==> config.mk <==
export PLATFORM = sky130hd
export DESIGN_NAME = taillight_ctrl
export DESIGN_NICKNAME = d
export VERILOG_FILES = /design/src/rtl/taillight_ctrl.sv
export SDC_FILE = /design/constraint.sdc
export NUM_CORES = 1
export LEC_CHECK = 0
export BUFFER_PORTS_ARGS = -buffer_cell sky130_fd_sc_hd__buf_2
export CELL_PAD_IN_SITES_DETAIL_PLACEMENT = 0
export CELL_PAD_IN_SITES_GLOBAL_PLACEMENT = 1
export CORE_ASPECT_RATIO = 1.2
export CORE_UTILIZATION = 32
export CTS_BUF_LIST = sky130_fd_sc_hd__clkbuf_16
export CTS_CLUSTER_DIAMETER = 80
export DETAILED_ROUTE_END_ITERATION = 7
export GPL_TIMING_DRIVEN = 0
export PLACE_DENSITY = 0.69
export SLEW_MARGIN = 20
export SYNTH_ARGS = -nofsm -noshare
export SYNTH_HDL_FRONTEND = slang
export SYNTH_SLANG_ARGS = --single-unit
==> constraint.sdc <==
create_clock -name clk -period 1.4 [get_ports clk]
set_clock_uncertainty 0.15 [all_clocks]
set_input_delay 0.07 -clock clk [delete_from_list [all_inputs] [get_ports clk]]
set_output_delay 0.07 -clock clk [all_outputs]
set_load 0.05 [all_outputs]
==> src/rtl/taillight_ctrl.sv <==
// ---------------------------------------------------------------------------
// taillight_ctrl
//   Sequential tail-light controller. A prescaler produces a one-cycle `step`
//   pulse every TICK_DIV clocks, and the light state machine moves only on
//   those pulses. Left and right turn requests run a three-lamp "sweep" from
//   the inner lamp outward. A hazard request, or left and right together,
//   flashes all six lamps. The brake lights every lamp on a side that is not
//   sweeping. Hazard flashing ignores the brake.
//
// Parameters
//   TICK_DIV  clk cycles per sequencing step (1..255)
//
// Ports
//   clk                 system clock, rising edge
//   reset               synchronous, active-high reset
//   left, right         turn requests (level)
//   hazard              hazard flasher request (level)
//   brake               brake pedal (level)
//   la, lb, lc          left lamps, inner to outer
//   ra, rb, rc          right lamps, inner to outer
//   busy                high whenever the state machine is not IDLE
//   step                one-cycle prescaler pulse
// ---------------------------------------------------------------------------
module taillight_ctrl #(
  parameter int unsigned TICK_DIV = 4
) (
  input  logic clk,
  input  logic reset,
  input  logic left,
  input  logic right,
  input  logic hazard,
  input  logic brake,
  output logic la,
  output logic lb,
  output logic lc,
  output logic ra,
  output logic rb,
  output logic rc,
  output logic busy,
  output logic step
);

  typedef enum logic [3:0] {
    IDLE, L1, L2, L3, R1, R2, R3, H_ON, H_OFF
  } state_t;

  localparam logic [7:0] CNT_MAX = 8'(TICK_DIV - 1);

  state_t     state_q, state_d;
  logic [7:0] cnt_q, cnt_d;
  logic       tick;
  logic       hz_req;

  // ---------------------------------------------------------------------
  // Prescaler
  // ---------------------------------------------------------------------
  assign tick = (cnt_q == CNT_MAX);

  always_comb begin
    cnt_d = cnt_q + 8'd1;
    if (tick) begin
      cnt_d = 8'd0;
    end
  end

  // ---------------------------------------------------------------------
  // Light sequencer
  // ---------------------------------------------------------------------
  assign hz_req = hazard | (left & right);

  always_comb begin
    state_d = state_q;
    if (tick) begin
      case (state_q)
        IDLE: begin
          if (hz_req)     state_d = H_ON;
          else if (left)  state_d = L1;
          else if (right) state_d = R1;
          else            state_d = IDLE;
        end
        // Once started, a sweep runs to its end; only a hazard cuts it short.
        L1:      state_d = hz_req ? H_ON : L2;
        L2:      state_d = hz_req ? H_ON : L3;
        L3:      state_d = hz_req ? H_ON : IDLE;
        R1:      state_d = hz_req ? H_ON : R2;
        R2:      state_d = hz_req ? H_ON : R3;
        R3:      state_d = hz_req ? H_ON : IDLE;
        H_ON:    state_d = H_OFF;
        H_OFF:   state_d = hz_req ? H_ON : IDLE;
        default: state_d = IDLE;
      endcase
    end
  end

  always_ff @(posedge clk) begin
    if (reset) begin
      state_q <= IDLE;
      cnt_q   <= 8'd0;
    end else begin
      state_q <= state_d;
      cnt_q   <= cnt_d;
    end
  end

  // ---------------------------------------------------------------------
  // Lamp decode
  // ---------------------------------------------------------------------
  logic [1:0] left_len, right_len;   // number of lamps lit by a sweep
  logic       left_seq, right_seq;   // that side is currently sweeping
  logic       hz_on, hz_mode;
  logic [2:0] left_pat, right_pat;   // bit 0 = inner lamp
  logic [2:0] left_lamps, right_lamps;

  always_comb begin
    left_len  = 2'd0;
    right_len = 2'd0;
    left_seq  = 1'b0;
    right_seq = 1'b0;
    hz_on     = 1'b0;
    hz_mode   = 1'b0;
    case (state_q)
      L1:    begin left_len  = 2'd1; left_seq  = 1'b1; end
      L2:    begin left_len  = 2'd2; left_seq  = 1'b1; end
      L3:    begin left_len  = 2'd3; left_seq  = 1'b1; end
      R1:    begin right_len = 2'd1; right_seq = 1'b1; end
      R2:    begin right_len = 2'd2; right_seq = 1'b1; end
      R3:    begin right_len = 2'd3; right_seq = 1'b1; end
      H_ON:  begin hz_on = 1'b1; hz_mode = 1'b1; end
      H_OFF: begin hz_mode = 1'b1; end
      default: ;
    endcase
  end

  // Thermometer pattern: lamp gi is lit once the sweep has passed it.
  for (genvar gi = 0; gi < 3; gi++) begin : g_pat
    assign left_pat[gi]  = (left_len  > 2'(gi));
    assign right_pat[gi] = (right_len > 2'(gi));
  end

  always_comb begin
    left_lamps  = 3'b000;
    right_lamps = 3'b000;
    busy        = 1'b0;
    step        = 1'b0;
    // Reset blanks every output, whatever the state or brake.
    if (!reset) begin
      if (hz_on) begin
        left_lamps  = 3'b111;
        right_lamps = 3'b111;
      end else if (!hz_mode) begin
        left_lamps  = left_pat  | ((brake && !left_seq)  ? 3'b111 : 3'b000);
        right_lamps = right_pat | ((brake && !right_seq) ? 3'b111 : 3'b000);
      end
      busy = (state_q != IDLE);
      step = tick;
    end
  end

  assign la = left_lamps[0];
  assign lb = left_lamps[1];
  assign lc = left_lamps[2];
  assign ra = right_lamps[0];
  assign rb = right_lamps[1];
  assign rc = right_lamps[2];

endmodule

* Word level (Yosys, flattened, before mapping)
Cells that the tools add are included.
Word-level totals: bits in registers 12, input bits 6, output and inout bits 8, word-level logic and storage cells 58
Cells by class: add/sub/neg operators 1, magnitude comparators 6, equality and inequality tests 9, muxes and demuxes 25, bitwise operators 4, reductions and logical operators 11
Operators with widths (number):
- 3-bit 2-to-1 mux | 14
- 4-bit case mux with 7 select lines | 1
- 4-bit by 3-bit equality test with 1-bit output, second input constant | 4
- 2-bit case mux with 3 select lines | 2
- 3-bit OR reduction | 3
- 8-bit by 1-bit adder with 8-bit output, second input constant | 1
- 4-bit by 2-bit equality test with 1-bit output, second input constant | 2
- 8-bit by 2-bit equality test with 1-bit output, second input constant | 1
- 2-bit by 1-bit > comparator with 1-bit output, second input constant | 4
- 1-bit 2-to-1 mux | 7
- 3-bit OR | 2
- 4-bit by 1-bit equality test with 1-bit output, second input constant | 1
- 4-bit equality test, second input constant | 1
- 2-bit > comparator, second input constant | 2
- 4-bit zero test | 1
- 4-bit nonzero test | 1
- 2-bit OR reduction | 2
- 1-bit logical AND | 2
- 1-bit zero test | 2
- 2-bit 2-to-1 mux | 1
- 1-bit AND | 1
- 1-bit OR | 1

* Logic depth before layout (Yosys ltp)
Gate-level depths: netlist of run 1.
word-level depth 10, mapped depth 5

* Worst setup path after synthesis of run 1
No wires, ideal clock.
path type reg-to-output, from reg state_q[2], to out rb, arrival 2026 ps, setup slack -846 ps, cell stages (with the launch flop) 5, buffers on the path 1, path through dfxtp_1 -> clkbuf_8 -> and2b_1 -> o21bai_1 -> a211oi_1
On the way: cells in the longest elaborated chain, start to end 10
Ends and longest elaborated chain:
- start: declaration | RTL line 49 | state_t state_q, state_d;
- start signal: assignment | RTL line 100 | state_q <= state_d;
- 4-bit by 3-bit equality test with 1-bit output | RTL line 121 | case (state_q)
- 3-bit OR reduction (no line)
- 1-bit 2-to-1 mux | RTL line 121
- 1-bit zero test | RTL line 152 | right_lamps = right_pat | ((brake && !right_seq) ? 3'b111 : 3'b000);
- 1-bit logical AND | RTL line 152
- 3-bit 2-to-1 mux | RTL line 152
- 3-bit OR | RTL line 152
- 3-bit 2-to-1 mux | RTL line 150 | end else if (!hz_mode) begin
- 3-bit 2-to-1 mux * | RTL line 147 | if (hz_on) begin
- 3-bit 2-to-1 mux * | RTL line 146 | if (!reset) begin
- end: declaration | RTL line 37 | output logic rb,
Mark *: on every way between the ends. The rest lies on a longest branch, timed or not.

* Worst setup path in the final report of run 1
from reg state_q[3], to out rb
Same word-level chain as after synthesis.

==> impl_metrics.yaml, run 1 <==
clock_tree:
  cts.sinks: 12
  cts_buffers: 3
  cts_buffer_depth: 2
  htreeDepth: 1
  cts-root-buf: "clkbuf_16"
  path_clk_slew_ns: 0.04
  cts_tree: "yes"
  worstSkewPairLatency_ns: 0.24
place:
  gp_congestion: 0.7437
  dp_hpwl_um: 1415
  numPortBuffers: 12
  place_inst: 146
  place_ws_ns: -0.1755
setup_path:
  cp_data_required_time_ns: 1.18
  critPathArrivalTime_ns: 1.45
  start_kind: "register"
  path_max_fanout: 9
  worst-setup-path-type: "reg -> out"
  critPathCaptureType: "primary output"
  rr_worst_depth: 6
synth:
  synthTopCellsByArea: "dfxtp_1 (28%), clkbuf_8 (8.1%), nor2_1 (7.5%)"
  syn_inst: 101
  synth-edff-count: 0
  syn_nets: 108
  ys_types: 38
  synth_top_area_share_pct: 28.40
  ys_top_cells_by_count: "nor2_1 (17), dfxtp_1 (12), a21oi_1 (8), nand2_1 (7), clkbuf_8 (5)"
  yosysSeqAreaShare_pct: 28.40
  netlist_area_sq_um: 845.8
  synth.most_common_cell: "nor2_1"
  synth-main-ff-cell: "dfxtp_1"
  synthArstFlopShare_pct: 0
  synth_top_area_cell: "dfxtp_1"
  ys_warn_count: 0
  synth-seq-cells: 12
  synth_area_per_cell_sq_um: 8.374
global_routing:
  track_usage_pct: 17.70
  grt.overflow.total: 0
  grt_max_degree: 11
  first_global_vias: 875
  grt_pass1_wl_um: 3815
  antenna_found_initial: 0
sta:
  whs_ns: 0.1111
  slew_viol_final: 0
  worst_slack_ns: -0.2658
  hold_viol: 0
  timing.fmax_mhz: 600.3
  worst_slew_pin_slew_ns: 0.5234
  min_period_ns: 1.666
  final-setup-viol-count: 12
  rsz0062_at_grt: "true"
  relSlewSlack_pct: 65.11
  fin_crit_sh_pct: 119.0
floorplan:
  dieWidth_um: 48.93
  core_sq_um: 2527
  die_area_sq_um: 2854
  std_cell_rows: 20
  ioPinCount: 14
  die_y_um: 58.32
  initial_utilization_pct: 33.47
final_layout:
  insertedDiodeCount: 0
  area_delta_synth_final_pct: 79.29
  nets: 142
  drive_above_1_share_pct: 61.19
  stdcell_count: 167
hold_path:
  whs_path_depth: 4
  hold_path_class: "in -> reg"
drt:
  vias_per_cell: 5.150
  drc: 0
  wl_per_cell_um: 13.38
  routed_wl_um: 2234
  drtIter0Drc: 13
  first_pass_iters: 4
  vias: 860
  ant_nets: 0
power_and_ir_drop:
  clkPwrFrac_pct: 39.6
  p_per_area_nw_per_um2: 857.4
  p_int_mw: 0.9205
  p_comb_share_pct: 31.2
  ir_worst_vdd_mv: 0.6092
  leakage_nw: 0.5803
  p_seq_share_pct: 29.2
  p_sw_mw: 0.3797
  switching_share_pct: 29.20
status:
  status: "finished with violations"
  violations: "setup timing"
flow_run:
  maxCapViolations: 0
-- cell families after synthesis --
group	share of synthesized area, %
AO/OA/AOI/OAI	21.15
XOR/XNOR	6.214
adder cells (fa/ha/maj)	1.479
buffers and inverters	10.80
flip-flops	28.40
multiplexers	1.183
AND/OR/NAND/NOR	30.77
-- layout by cell type (no fill, tap or decap), types with 2 or more instances in the layout --
master,instances
dfxtp_1,4
xor2_1,3
nor2_2,3
xnor2_1,3
nor3b_2,2
nand4_1,2
nand2_1,4
inv_1,4
dfxtp_4,5
buf_6,10
nor2_1,10
buf_8,4
clkbuf_16,7
dfxtp_2,3
o22ai_2,2
and2_1,2
a21oi_2,6
nor2_4,4
buf_2,4
nand2_4,2
buf_4,12
nor3_1,2
nand3_1,3
-- power by group through the flow --
stage | combinational [mW] | clock, mW | sequential, mW
after floorplan | 0.229 | 0 | 0.381
after global placement | 0.277 | 0 | 0.386
after detailed placement | 0.279 | 0 | 0.385
after CTS | 0.365 | 0.527 | 0.377
after global routing | 0.434 | 0.542 | 0.382
final | 0.405 | 0.516 | 0.380
-- stage by stage --
step	total power, mW	TNS, ns	utilization (%)	instance area (sq um)
6_report	1.300	-1.776	60.00	1516
5_1_grt	1.358	-2.454	60.00	1516
4_1_cts	1.269	-1.739	54.65	1381
3_5_place_dp	0.6644	-1.044	40.74	1030
3_3_place_gp	0.6633	-0.9957	40.74	1030
2_1_floorplan	0.6101	-0.6154	-	928.4
-- final cells by class --
type / count / area (sq um)
fillers: 221 / 1011
multi-input cells: 79 / 725.7
repair buffers: 29 / 270.3
flip-flops and latches: 12 / 262.8
plain buffers: 6 / 122.6
clock buffers: 3 / 75.07
well taps: 33 / 41.29
inverters: 4 / 15.01
clock inverters: 1 / 3.754
-- final timing paths --
kind | from | endpoint | slack [ns]
max | state_q[3]$_SDFFE_PP0N_ | rb | -0.27
min | reset | state_q[3]$_SDFFE_PP0N_ | 0.11
max reg2reg | state_q[2]$_SDFFE_PP0N_ | state_q[0]$_SDFFE_PP0N_ | -0.19
min reg2reg | cnt_q[0]$_SDFF_PP0_ | cnt_q[0]$_SDFF_PP0_ | 0.31
-- flip-flops by register name, indices dropped and copies added (netlist names) --
name and flops:
cnt_q 8, state_q 4
-- worst max-delay path, stage by stage (launching register included) --
cell,delay (ns)
dfxtp_1,0.31
buf_8,0.14
and2b_2,0.29
o21bai_4,0.12
a211oi_4,0.17
buf_6,0.18
-- what timing repair did --
action,in CTS,in global routing
endpoints found under the hold margin,1,0
endpoints found under the setup margin,12,19
buffers inserted,10,7
gates resized for setup,48,20
pin swaps,9,12
hold buffers,1,0
-- layer usage --
metal | GRT usage [%] | part of all wire, %
met5 | 0 | 0
met4 | 13.87 | 3.2
met3 | 3.876 | 2.4
met2 | 33.13 | 54
met1 | 16.80 | 40
No activity file was read; power rests on OpenSTA's default activity.
==> inputs of run 2 (changes only) <==
--- a/config.mk
+++ b/config.mk
@@ -16,5 +16,4 @@
 export GPL_TIMING_DRIVEN = 0
 export PLACE_DENSITY = 0.69
-export SLEW_MARGIN = 20
 export SYNTH_ARGS = -nofsm -noshare
 export SYNTH_HDL_FRONTEND = slang
==> constraint.sdc (replaced) <==
create_clock -name clk -period 1.4 [get_ports clk]
set_clock_uncertainty 0.15 [all_clocks]
set_input_delay 0.14 -clock clk [delete_from_list [all_inputs] [get_ports clk]]
set_output_delay 0.14 -clock clk [all_outputs]
set_load 0.05 [all_outputs]
==> run 2 against run 1 <==
Effect of this change: the flow still finishes with violations (setup timing); global-route usage rose by 0.41 points; utilization decreased by 0.99 points; register-to-register slack improved by 0.07 ns; setup slack got worse by 0.076 ns; sequential power is essentially flat; die area unchanged; via count decreased by 2.9%; first-iteration DRC count increased by 77%; clock power about the same; hold slack worse by 0.069 ns; critical path type unchanged; critical endpoint is now lc.
==> impl_metrics.yaml, run 2 (synthesis results as in run 1) <==
drt:
  ant_nets: 0
  drc: 0
  routed_wl_um: 2210
  vias: 835
  wl_per_cell_um: 13.39
  drtIter0Drc: 23
  first_pass_iters: 4
  vias_per_cell: 5.061
flow_run:
  maxCapViolations: 0
final_layout:
  final_cell_mix: "buf_6 (15), nor2_1 (12), buf_4 (7)"
  top_register: "cnt_q"
  area_delta_synth_final_pct: 76.33
  stdcell_area_sq_um: 1491
  final_core_util_pct: 59.01
  drive_above_1_share_pct: 56.82
  largest_reg_flops: 8
  largest_registers: "cnt_q (8), state_q (4)"
  n_fill_cell: 206
  nets: 140
  insertedDiodeCount: 0
  final_common_cell: "buf_6"
  stdcell_count: 165
global_routing:
  first_global_vias: 881
  grt_max_degree: 11
  antenna_found_initial: 0
  grt.overflow.total: 0
  grt_pass1_wl_um: 3946
  track_usage_pct: 18.11
setup_path:
  timing.rr.end: "state_q[2]$_SDFFE_PP0N_"
  critPathCaptureType: "primary output"
  reg2reg_from: "state_q[1]$_SDFFE_PP0N_"
  cp_data_required_time_ns: 1.11
  r2r_slack_ns: -0.12
  path_max_fanout: 8
  critPathMaxStageDelay_ns: 0.35
  start_kind: "register"
  cp_slowest_cell: "dfxtp_4"
  worst-setup-path-type: "reg -> out"
  cp_cell_sequence: "clkbuf_16 > buf_12 > a21oi_4 > o31ai_4 > a21oi_2 > nor2_4 > buf_6"
  rr_worst_depth: 7
  critPathArrivalTime_ns: 1.45
sta:
  hold_viol: 0
  fin_crit_sh_pct: 124.4
  worst_slack_ns: -0.3418
  relSlewSlack_pct: 59.93
  slew_viol_final: 0
  min_period_ns: 1.742
  rsz0062_at_grt: "true"
  timing.fmax_mhz: 574.1
  final-setup-viol-count: 12
  worst_slew_pin_slew_ns: 0.6010
  fin_setup_tns_ns: -2.519
floorplan:
  die_area_sq_um: 2854
  dieWidth_um: 48.93
  initial_utilization_pct: 33.47
  die_y_um: 58.32
  ioPinCount: 14
  std_cell_rows: 20
  core_sq_um: 2527
place:
  dp_hpwl_um: 1405
  post_dp_cell_area_sq_um: 1044
  numPortBuffers: 12
  gp_congestion: 0.7660
  place_inst: 146
hold_path:
  whs_path_depth: 2
  hold_end: "cnt_q[3]$_SDFF_PP0_"
  hold_path_class: "in -> reg"
  min_from: "reset"
clock_tree:
  cts_buffer_depth: 2
  worstSkewPairLatency_ns: 0.24
  cts-root-buf: "clkbuf_16"
  cts_buffers: 3
  htreeDepth: 1
  cts_tree: "yes"
  ctsHoldBuffers: 0
  cts.sinks: 12
  path_clk_slew_ns: 0.04
status:
  status: "finished with violations"
  violations: "setup timing"
power_and_ir_drop:
  ir_worst_vdd_mv: 0.7733
  p_per_area_nw_per_um2: 882.2
  leakage_nw: 0.5530
[run 2: changes by cell type in the layout (fill, tap and decap cells not counted), sizes merged]
cell | previous run | this run
buf | 30 | 29
clkinv | 0 | 1
dlygate4sd3 | 1 | 0
inv | 5 | 4
[run 2: routing by layer]
metal	GRT usage [%]	routed length (um)	up-vias	share of wire, %
met5	0	0	-	0
met4	13.87	67	0	3.0
met3	3.618	44	6	2.0
met2	30.95	1199	13	54
met1	19.90	899	390	41
li1	-	-	426	-
[run 2: through the flow]
step / power, mW / hold slack (ns) / worst slack [ns]
6_report: 1.316 / 0.04213 / -0.3418
5_1_grt: 1.385 / 0.04863 / -0.4035
4_1_cts: 1.283 / 0.04441 / -0.3606
3_5_place_dp: 0.6674 / 0.2952 / -0.2032
3_3_place_gp: 0.6672 / 0.2865 / -0.2290
2_1_floorplan: 0.6137 / 0.2600 / -0.2386
[run 2: cell type report]
cell class,count,area (sq um),area share [%]
multi-input combinational,79,716.9,48.07
timing repair buffer,27,269.0,18.04
sequential,12,259.0,17.37
buffer,6,111.4,7.466
clock buffer,3,75.07,5.034
tap,33,41.29,2.768
inverter,4,15.01,1.007
clock inverter,1,3.754,0.2517
[run 2: power breakdown]
part,internal [mW],switching (mW)
sequential,0.357,0.0220
clock,0.375,0.144
combinational,0.198,0.220
[run 2: critical path, delay by kind of cell (launching register included)]
family	cells	cell delay, ns
and+or+nand+nor	1	0.04
buffers and inverters	3	0.43
DFF	1	0.35
AOI/OAI and AO/OA	3	0.39
[run 2: worst max path at each step]
stage | from | end | slack [ns] | cells after the start
after global placement | state_q[0]$_SDFFE_PP0N_ | la | -0.23 | 6
final | state_q[2]$_SDFFE_PP0N_ | lc | -0.34 | 7
after floorplan | state_q[2]$_SDFFE_PP0N_ | lb | -0.24 | 5
after detailed placement | state_q[0]$_SDFFE_PP0N_ | la | -0.20 | 6
after CTS | state_q[3]$_SDFFE_PP0N_ | rb | -0.36 | 5
after global routing | state_q[2]$_SDFFE_PP0N_ | lc | -0.40 | 7
[run 2: timing repair]
action,in CTS,in global routing
pin swaps,12,10
setup buffers,14,2
resized for setup,44,12
setup endpoints to repair,12,18
hold endpoints to repair,0,0
